$ cat config.mk
export PLATFORM = sky130hd
export DESIGN_NAME = decoder_grant_scheduler
export DESIGN_NICKNAME = d
export VERILOG_FILES = /design/src/rtl/decoder_grant_scheduler.sv
export SDC_FILE = /design/constraint.sdc
export NUM_CORES = 1
export LEC_CHECK = 0
export ABC_AREA = 1
export CAP_MARGIN = 0
export CORE_MARGIN = 2
export CORE_UTILIZATION = 37
export DETAILED_ROUTE_END_ITERATION = 16
export PLACE_DENSITY_LB_ADDON = 0.05
export SLEW_MARGIN = 40
export SYNTH_ARGS = -nofsm -noshare
export SYNTH_HDL_FRONTEND = slang
export SYNTH_SLANG_ARGS = --single-unit
$ cat constraint.sdc
create_clock -name clk -period 8.35 [get_ports clk]
set_clock_uncertainty 0.1 [all_clocks]
set_input_delay 1.67 -clock clk [delete_from_list [all_inputs] [get_ports clk]]
set_output_delay 1.67 -clock clk [all_outputs]
set_load 0.02 [all_outputs]
$ cat src/rtl/decoder_grant_scheduler.sv
// -----------------------------------------------------------------------------
// decoder_grant_scheduler
//
// Round-robin scheduler that shares the 3-to-8 one-hot decoder / LED bank
// among 8 requesters. One requester is picked at a time. The scheduler drives
// the decoder select lines for that requester and a matching registered
// one-hot grant. The grant is held for a minimum time and released on `done`
// (or when the holder drops its request). A one-cycle break-before-make gap
// follows every release.
//
// Parameters:
//   MIN_HOLD  : minimum cycles a grant stays asserted before a release is
//               honoured (0 behaves as 1).
//   MAX_GRANT : watchdog limit in cycles, legal range 1..255. It is used only
//               when the WATCHDOG_EN macro is defined.
//
// Optional feature (macro WATCHDOG_EN):
//   defined   : a grant that reaches MAX_GRANT cycles without a release is
//               forced off. timeout pulses for the GAP cycle that follows.
//   undefined : no watchdog logic; timeout is constant 0.
//
// Ports:
//   clk      in   system clock, rising edge
//   rst_n    in   asynchronous active-low reset
//   enable   in   1 = new grants allowed, 0 = finish current grant only
//   req[7:0] in   request vector, bit i = requester i
//   done     in   holder finished (level, sampled only in GRANT)
//   sel[2:0] out  decoder select = index of current/last holder
//   grant    out  registered one-hot grant, 0 outside GRANT
//   busy     out  1 while in GRANT
//   timeout  out  one-cycle pulse on watchdog release
//
// Handshake: a requester holds req[i] high until it sees grant[i]. It may
// then signal completion with done, or by dropping req[i]. Either is
// honoured only once the minimum hold time has elapsed.
// -----------------------------------------------------------------------------
module decoder_grant_scheduler #(
    parameter int unsigned MIN_HOLD  = 2,
    parameter int unsigned MAX_GRANT = 200
) (
    input  logic       clk,
    input  logic       rst_n,
    input  logic       enable,
    input  logic [7:0] req,
    input  logic       done,
    output logic [2:0] sel,
    output logic [7:0] grant,
    output logic       busy,
    output logic       timeout
);

    typedef enum logic [1:0] {
        S_IDLE  = 2'd0,
        S_GRANT = 2'd1,
        S_GAP   = 2'd2
    } state_t;

    // A MIN_HOLD of 0 is treated as 1. Values above 255 are clamped to the
    // 8-bit counter range.
    localparam int unsigned HOLD_MIN_I =
        (MIN_HOLD == 0) ? 1 : ((MIN_HOLD > 255) ? 255 : MIN_HOLD);
    localparam logic [7:0] HOLD_MIN = HOLD_MIN_I[7:0];

    if (MAX_GRANT < 1 || MAX_GRANT > 255) begin : g_max_grant_range
        $error("decoder_grant_scheduler: MAX_GRANT must be in 1..255");
    end

    state_t     state_q, state_d;
    logic [2:0] sel_q, sel_d;
    logic [7:0] grant_q, grant_d;
    logic       busy_q, busy_d;
    logic       timeout_q, timeout_d;
    logic [2:0] last_q, last_d;
    logic [7:0] hold_cnt_q, hold_cnt_d;

    logic       win_found;
    logic [2:0] win_idx;
    logic [2:0] cand;
    logic       hold_met;
    logic       release_req;
    logic       wd_fire;

    // Rotating priority search. It starts one past the last holder, so the
    // previous holder is checked last. Offset 8 wraps to last_q itself.
    always_comb begin
        win_found = 1'b0;
        win_idx   = 3'd0;
        cand      = 3'd0;
        for (int i = 1; i <= 8; i++) begin
            cand = last_q + 3'(i);
            if (!win_found && req[cand]) begin
                win_found = 1'b1;
                win_idx   = cand;
            end
        end
    end

    assign hold_met    = (hold_cnt_q >= HOLD_MIN);
    assign release_req = done || !req[sel_q];

`ifdef WATCHDOG_EN
    localparam logic [8:0] WD_LIMIT = MAX_GRANT[8:0];
    // The watchdog fires on the edge where the counter would reach MAX_GRANT.
    // As a result, the grant is visible for MAX_GRANT-1 cycles.
    assign wd_fire = (state_q == S_GRANT) &&
                     (({1'b0, hold_cnt_q} + 9'd1) >= WD_LIMIT);
`else
    assign wd_fire = 1'b0;
`endif

    always_comb begin
        state_d    = state_q;
        sel_d      = sel_q;
        grant_d    = grant_q;
        busy_d     = busy_q;
        last_d     = last_q;
        hold_cnt_d = hold_cnt_q;
        timeout_d  = 1'b0;

        case (state_q)
            S_IDLE: begin
                if (enable && win_found) begin
                    sel_d      = win_idx;
                    grant_d    = 8'd1 << win_idx;
                    busy_d     = 1'b1;
                    hold_cnt_d = 8'd1;
                    last_d     = win_idx;
                    state_d    = S_GRANT;
                end
            end
            S_GRANT: begin
                if (hold_cnt_q != 8'hFF) begin
                    hold_cnt_d = hold_cnt_q + 8'd1;
                end
                // Watchdog wins over a coincident done.
                if (wd_fire) begin
                    grant_d   = 8'd0;
                    busy_d    = 1'b0;
                    timeout_d = 1'b1;
                    state_d   = S_GAP;
                end else if (release_req && hold_met) begin
                    grant_d = 8'd0;
                    busy_d  = 1'b0;
                    state_d = S_GAP;
                end
            end
            S_GAP: begin
                state_d = S_IDLE;
            end
            default: begin
                grant_d = 8'd0;
                busy_d  = 1'b0;
                state_d = S_IDLE;
            end
        endcase
    end

    always_ff @(posedge clk or negedge rst_n) begin
        if (!rst_n) begin
            state_q    <= S_IDLE;
            sel_q      <= 3'd0;
            grant_q    <= 8'd0;
            busy_q     <= 1'b0;
            timeout_q  <= 1'b0;
            last_q     <= 3'd7;
            hold_cnt_q <= 8'd0;
        end else begin
            state_q    <= state_d;
            sel_q      <= sel_d;
            grant_q    <= grant_d;
            busy_q     <= busy_d;
            timeout_q  <= timeout_d;
            last_q     <= last_d;
            hold_cnt_q <= hold_cnt_d;
        end
    end

    assign sel     = sel_q;
    assign grant   = grant_q;
    assign busy    = busy_q;
    assign timeout = timeout_q;

endmodule

==> flow_summary.json, run 1 <==
{
  "fill_cells": 601,
  "netlist_area_um2": 2130,
  "maxSlewViolCount": 0,
  "cp-end-kind": "flop",
  "avgViaCountPerCell": 5.00,
  "avgSynthCellArea_um2": 6.80,
  "final_common_cell": "nand2_1",
  "vias": 2031,
  "r2r-end": "grant[3]",
  "cts_buffer_depth": 2,
  "max_stage_delay_ns": 0.48,
  "gr-total-overflow": 0,
  "setup_violations": 0,
  "fmax_mhz": 263,
  "final_antenna_net_count": 0,
  "root_buffer": "clkbuf_8",
  "maxSlewHeadroom_pct": 56.1,
  "die_y_um": 80.0,
  "wl_per_cell_um": 12.8,
  "status": "finished, final reports clean",
  "crit_chain": "clkdlybuf4s50_1, nand2_1, nand3_1, nand3_1, nand2_2, nor2_8, nand4_4, nor2_8, nand3b_4, nand3_2, inv_2, nand2_1, o21ai_0",
  "grt_pass1_vias": 1938,
  "syn_inst": 314,
  "startpoint_type": "input port",
  "hp-class": "reg2reg",
  "setup_slack_ns": 4.55,
  "die_area_um2": 6390,
  "io_buffers": 23,
  "hold_viol_final": 0,
  "first_pass_iters": 4,
  "dr.first_iter.drc_count": 64,
  "rrSetupSlack_ns": 4.95,
  "place_ws_ns": 4.26,
  "drive_gt1_share_pct": 11.7,
  "grt_use_total_pct": 17.5,
  "post-cts-setup-buffers": 0,
  "syn2layout_area_growth_pct": 14.2,
  "crit_end": "sel[0]",
  "synth-seq-area-share_pct": 29.5,
  "critPathSlowestCell": "clkdlybuf4s50_1",
  "tightestPinTransition_ns": 0.650,
  "fin_crit_sh_pct": 45.5,
  "timing.rr.start": "last_q[0]",
  "gp_congestion": 0.818,
  "antenna_found_initial": 0,
  "initial_core_util_pct": 38.5,
  "antenna_cells": 0,
  "cts_resized": 0,
  "cp_max_fo": 14,
  "dp_hpwl_mm": 4.01,
  "cts_max_level": 1,
  "routed_wl_mm": 5.18,
  "final_cell_mix": "nand2_1, nand3_1, nor2_1",
  "cts_tree": "yes",
  "worstHoldStart": "busy",
  "synth-seq-cells": 25,
  "numCtsBuffers": 3,
  "grt_max_degree": 26,
  "cts_hold_buf": 0,
  "fp-row-count": 27,
  "max_cap_violations": 0,
  "synth_warnings": 0,
  "post-route-drc-count": 0,
  "crit_arrival_ns": 3.84,
  "core-area_um2": 5540,
  "required_ns": 8.40,
  "cp-startpoint": "req[2]",
  "syn-num-nets": 330,
  "fin_setup_tns_ns": 0,
  "io_pins": 25,
  "rsz0062_at_grt": "false",
  "reg2reg_depth": 14,
  "worstSkewPairLatency_ns": 0.27,
  "die_x_um": 80.0,
  "clkTransAtPathRegs_ns": 0.09,
  "critPathKind": "in2reg",
  "yosysUniqueCellTypes": 38,
  "nNetsFinal": 351,
  "grt_first_pass_wirelength_mm": 8.94,
  "cts.sinks": 25,
  "finalCriticalPeriod_ns": 3.80
}
flip-flops by register name, indices dropped and copies added, names as in the netlist:
signal      flops
sel             3
state_q         2
hold_cnt_q      8
busy            1
last_q          3
grant           8
per-layer routing:
layer / wire [µm] / global-route usage [%] / up-vias / part of all wire (%)
li1: - / - / 1072 / -
met1: 2640 / 25.1 / 910 / 51
met2: 2270 / 28.0 / 47 / 44
met3: 256 / 2.94 / 2 / 4.9
met4: 14 / 3.22 / 0 / 0.27
met5: 0 / 0 / - / 0
Yosys cell counts:
cell | number | area, µm²
nand2_1 | 105 | 394
nand3_1 | 53 | 265
nor2_1 | 24 | 90.1
inv_1 | 23 | 86.3
dfrtp_1 | 22 | 551
o21ai_0 | 11 | 55.1
nand3_2 | 6 | 60.1
nand4_1 | 6 | 37.5
inv_2 | 5 | 18.8
nor3_1 | 5 | 25.0
buf_6 | 4 | 45.0
ha_1 | 4 | 50.1
nand2_2 | 4 | 25.0
or2_2 | 4 | 25.0
dfstp_2 | 3 | 78.8
nand3b_1 | 3 | 22.5
o21ai_1 | 3 | 15.0
buf_2 | 2 | 10.0
buf_4 | 2 | 15.0
mux2i_1 | 2 | 20.0
nand2_4 | 2 | 22.5
nor2_8 | 2 | 40.0
o221ai_1 | 2 | 17.5
xnor2_1 | 2 | 17.5
xor2_1 | 2 | 17.5
a21oi_1 | 1 | 5.00
a21oi_2 | 1 | 8.76
a31oi_2 | 1 | 12.5
clkinv_2 | 1 | 5.00
conb_1 | 1 | 3.75
nand3b_4 | 1 | 20.0
nand4_4 | 1 | 21.3
nor2_2 | 1 | 6.26
nor4_1 | 1 | 6.26
o21ai_2 | 1 | 8.76
o21bai_1 | 1 | 7.51
o41ai_1 | 1 | 8.76
xor2_2 | 1 | 16.3
critical path: cells and delay by family:
kind / cells / cell delay (ns)
buffers and inverters: 2 / 0.60
AOI/OAI and AO/OA: 1 / 0.10
and+or+nand+nor: 10 / 1.48
worst min path at each step:
stage / to / slack (ns) / cells past startpoint
2_1_floorplan: hold_cnt_q[4] / 0.36 / 2
3_3_place_gp: busy / 0.36 / 2
3_5_place_dp: busy / 0.36 / 2
4_1_cts: busy / 0.38 / 2
5_1_grt: busy / 0.43 / 2
6_report: busy / 0.38 / 2
per-stage QoR:
stage | hold slack, ns | instances | utilization [%] | cell area [µm²]
floorplan | 0.363 | 314 | - | 2130
global placement | 0.359 | 402 | 43.2 | 2390
detailed placement | 0.359 | 402 | 43.2 | 2390
CTS | 0.382 | 406 | 44.0 | 2440
global route | 0.426 | 406 | 44.0 | 2440
finish | 0.378 | 406 | 44.0 | 2440
logic make-up after synthesis:
logic type	Yosys count	synth area share, %
adder cells (fa/ha/maj)	4	2.34
multiplexers	2	0.938
flip-flops	25	29.5
AND/OR/NAND/NOR	218	49.7
AO/OA/AOI/OAI	22	6.51
buffers and inverters	37	8.44
other	1	0.176
XOR/XNOR	5	2.40
final cells by class:
type | instances | area [µm²] | area share, %
clock buffer | 3 | 41.3 | 1.69
clock inverter | 1 | 5.00 | 0.205
inverter | 29 | 110 | 4.52
multi-input combinational | 252 | 1330 | 54.3
sequential | 25 | 629 | 25.8
tap | 72 | 90.1 | 3.69
timing repair buffer | 24 | 238 | 9.75
Power of run 1 is not shown: default switching activity piles up to over one toggle a cycle in this logic, so the estimate is an artifact.
==> run 2: changes to the inputs <==
==> constraint.sdc (replaced) <==
create_clock -name clk -period 3.3 [get_ports clk]
set_clock_uncertainty 0.1 [all_clocks]
set_input_delay 0.66 -clock clk [delete_from_list [all_inputs] [get_ports clk]]
set_output_delay 0.66 -clock clk [all_outputs]
set_load 0.02 [all_outputs]
==> flow_summary.json, run 2 (same netlist as run 1, synthesis figures left out) <==
{
  "status": "finished, final reports clean",
  "fmax_mhz": 332,
  "tightestPinTransition_ns": 0.611,
  "crit_arrival_ns": 3.13,
  "grt_pass1_vias": 2026,
  "grt_first_pass_wirelength_mm": 9.34,
  "hold_viol_final": 0,
  "final_antenna_net_count": 0,
  "maxSlewHeadroom_pct": 58.8,
  "syn2layout_area_growth_pct": 15.5,
  "io_buffers": 23,
  "numCtsBuffers": 3,
  "rsz0062_at_grt": "false",
  "crit_top_cell": "nand2_1",
  "required_ns": 3.41,
  "routed_wl_mm": 5.23,
  "die_area_um2": 6390,
  "startpoint_type": "flop",
  "cp_num_cells": 14,
  "crit_chain": "inv_2, ha_2, clkinv_2, nand3_1, nand3_1, nand2_1, inv_1, nand4_4, nor2_8, nand3b_4, nand3_2, a21oi_2, nand2_1, nand2_1",
  "post-route-drc-count": 0,
  "reg2reg_depth": 14,
  "multi_input_area_um2": 1330,
  "first_pass_iters": 4,
  "final_common_cell": "nand2_1",
  "finalCriticalPeriod_ns": 3.02,
  "cts_tree": "yes",
  "maxSlewViolCount": 0,
  "avgViaCountPerCell": 5.06,
  "die_x_um": 80.0,
  "seqCellArea_um2": 629,
  "die_y_um": 80.0,
  "final_cell_mix": "nand2_1, nand3_1, inv_1, nor2_1, clkdlybuf4s50_1",
  "worstHoldPathCells": 2,
  "cp_max_fo": 15,
  "gr-total-overflow": 0,
  "vias": 2070,
  "fin_crit_sh_pct": 91.4,
  "fin_setup_tns_ns": 0,
  "drive_gt1_share_pct": 13.1,
  "cp-end-kind": "flop",
  "gp_congestion": 0.829,
  "root_buffer": "clkbuf_8",
  "critPathSlowestCell": "dfstp_2",
  "grt_use_total_pct": 18.1,
  "cts.sinks": 25,
  "clkTransAtPathRegs_ns": 0.09,
  "critPathBufInv": 3,
  "setup_violations": 0,
  "antenna_found_initial": 0,
  "nNetsFinal": 354,
  "dr.first_iter.drc_count": 132,
  "wl_per_cell_um": 12.8,
  "grt_max_degree": 26,
  "max_cap_violations": 0,
  "dp_hpwl_mm": 4.10,
  "antenna_cells": 0,
  "fill_cells": 601,
  "max_stage_delay_ns": 0.55,
  "io_pins": 25,
  "initial_core_util_pct": 38.5,
  "post-cts-setup-buffers": 0,
  "cts_buffer_depth": 2,
  "fp-row-count": 27,
  "cts_resized": 0,
  "core-area_um2": 5540,
  "cp_top_family": "simple AND/OR/NAND/NOR gates",
  "worstSkewPairLatency_ns": 0.27,
  "critPathKind": "reg2reg",
  "hp-class": "reg2reg",
  "cts_max_level": 1,
  "cts_hold_buf": 0
}
-- run 2: changes by cell type in the layout (fill, tap and decap cells not counted) --
cell,previous run,this run
buf_4,1,4
ha_1,4,3
ha_2,0,1
nor2_1,24,23
nor2_2,1,2
-- run 2: final timing paths --
kind | startpoint | endpoint | slack, ns
worst max register to register | last_q[0] | grant[4] | 0.28
worst min-delay path | busy | busy | 0.39
min in group asynchronous | rst_n | grant[5] | 0.65
max in group asynchronous | rst_n | last_q[2] | 2.15
worst max-delay path | last_q[0] | grant[4] | 0.28
worst min register to register | busy | busy | 0.39
-- run 2: cell type report --
class	count	area share (%)
Multi-Input combinational cell	252	53.9
Clock inverter	1	0.203
Clock buffer	3	1.67
Sequential cell	25	25.5
Timing Repair Buffer	27	10.6
Inverter	29	4.46
Tap cell	72	3.65
-- run 2: worst min-delay path: cells and delay by family, from the launching register on --
family / cells / cell delay [ns]
AND/OR/NAND/NOR: 2 / 0.10
flip-flops: 1 / 0.36
-- run 2: per-stage QoR --
stage          util [%]  area (µm²)  hold WS (ns)  worst slack, ns  instances
2_1_floorplan         -        2130         0.264            0.608        314
3_3_place_gp       43.6        2410         0.370            0.239        405
3_5_place_dp       43.6        2410         0.376            0.224        405
4_1_cts            44.4        2460         0.398            0.200        409
5_1_grt            44.5        2470         0.433          0.00345        409
6_report           44.5        2470         0.386            0.284        409
-- run 2: per-layer routing --
metal | GRT usage, % | part of all wire, % | up-vias
li1 | - | - | 1078
met1 | 27.1 | 53 | 924
met2 | 27.9 | 42 | 64
met3 | 3.17 | 4.6 | 4
met4 | 2.37 | 0.57 | 0
met5 | 0 | 0 | -
Power of run 2 is left out for the same reason.
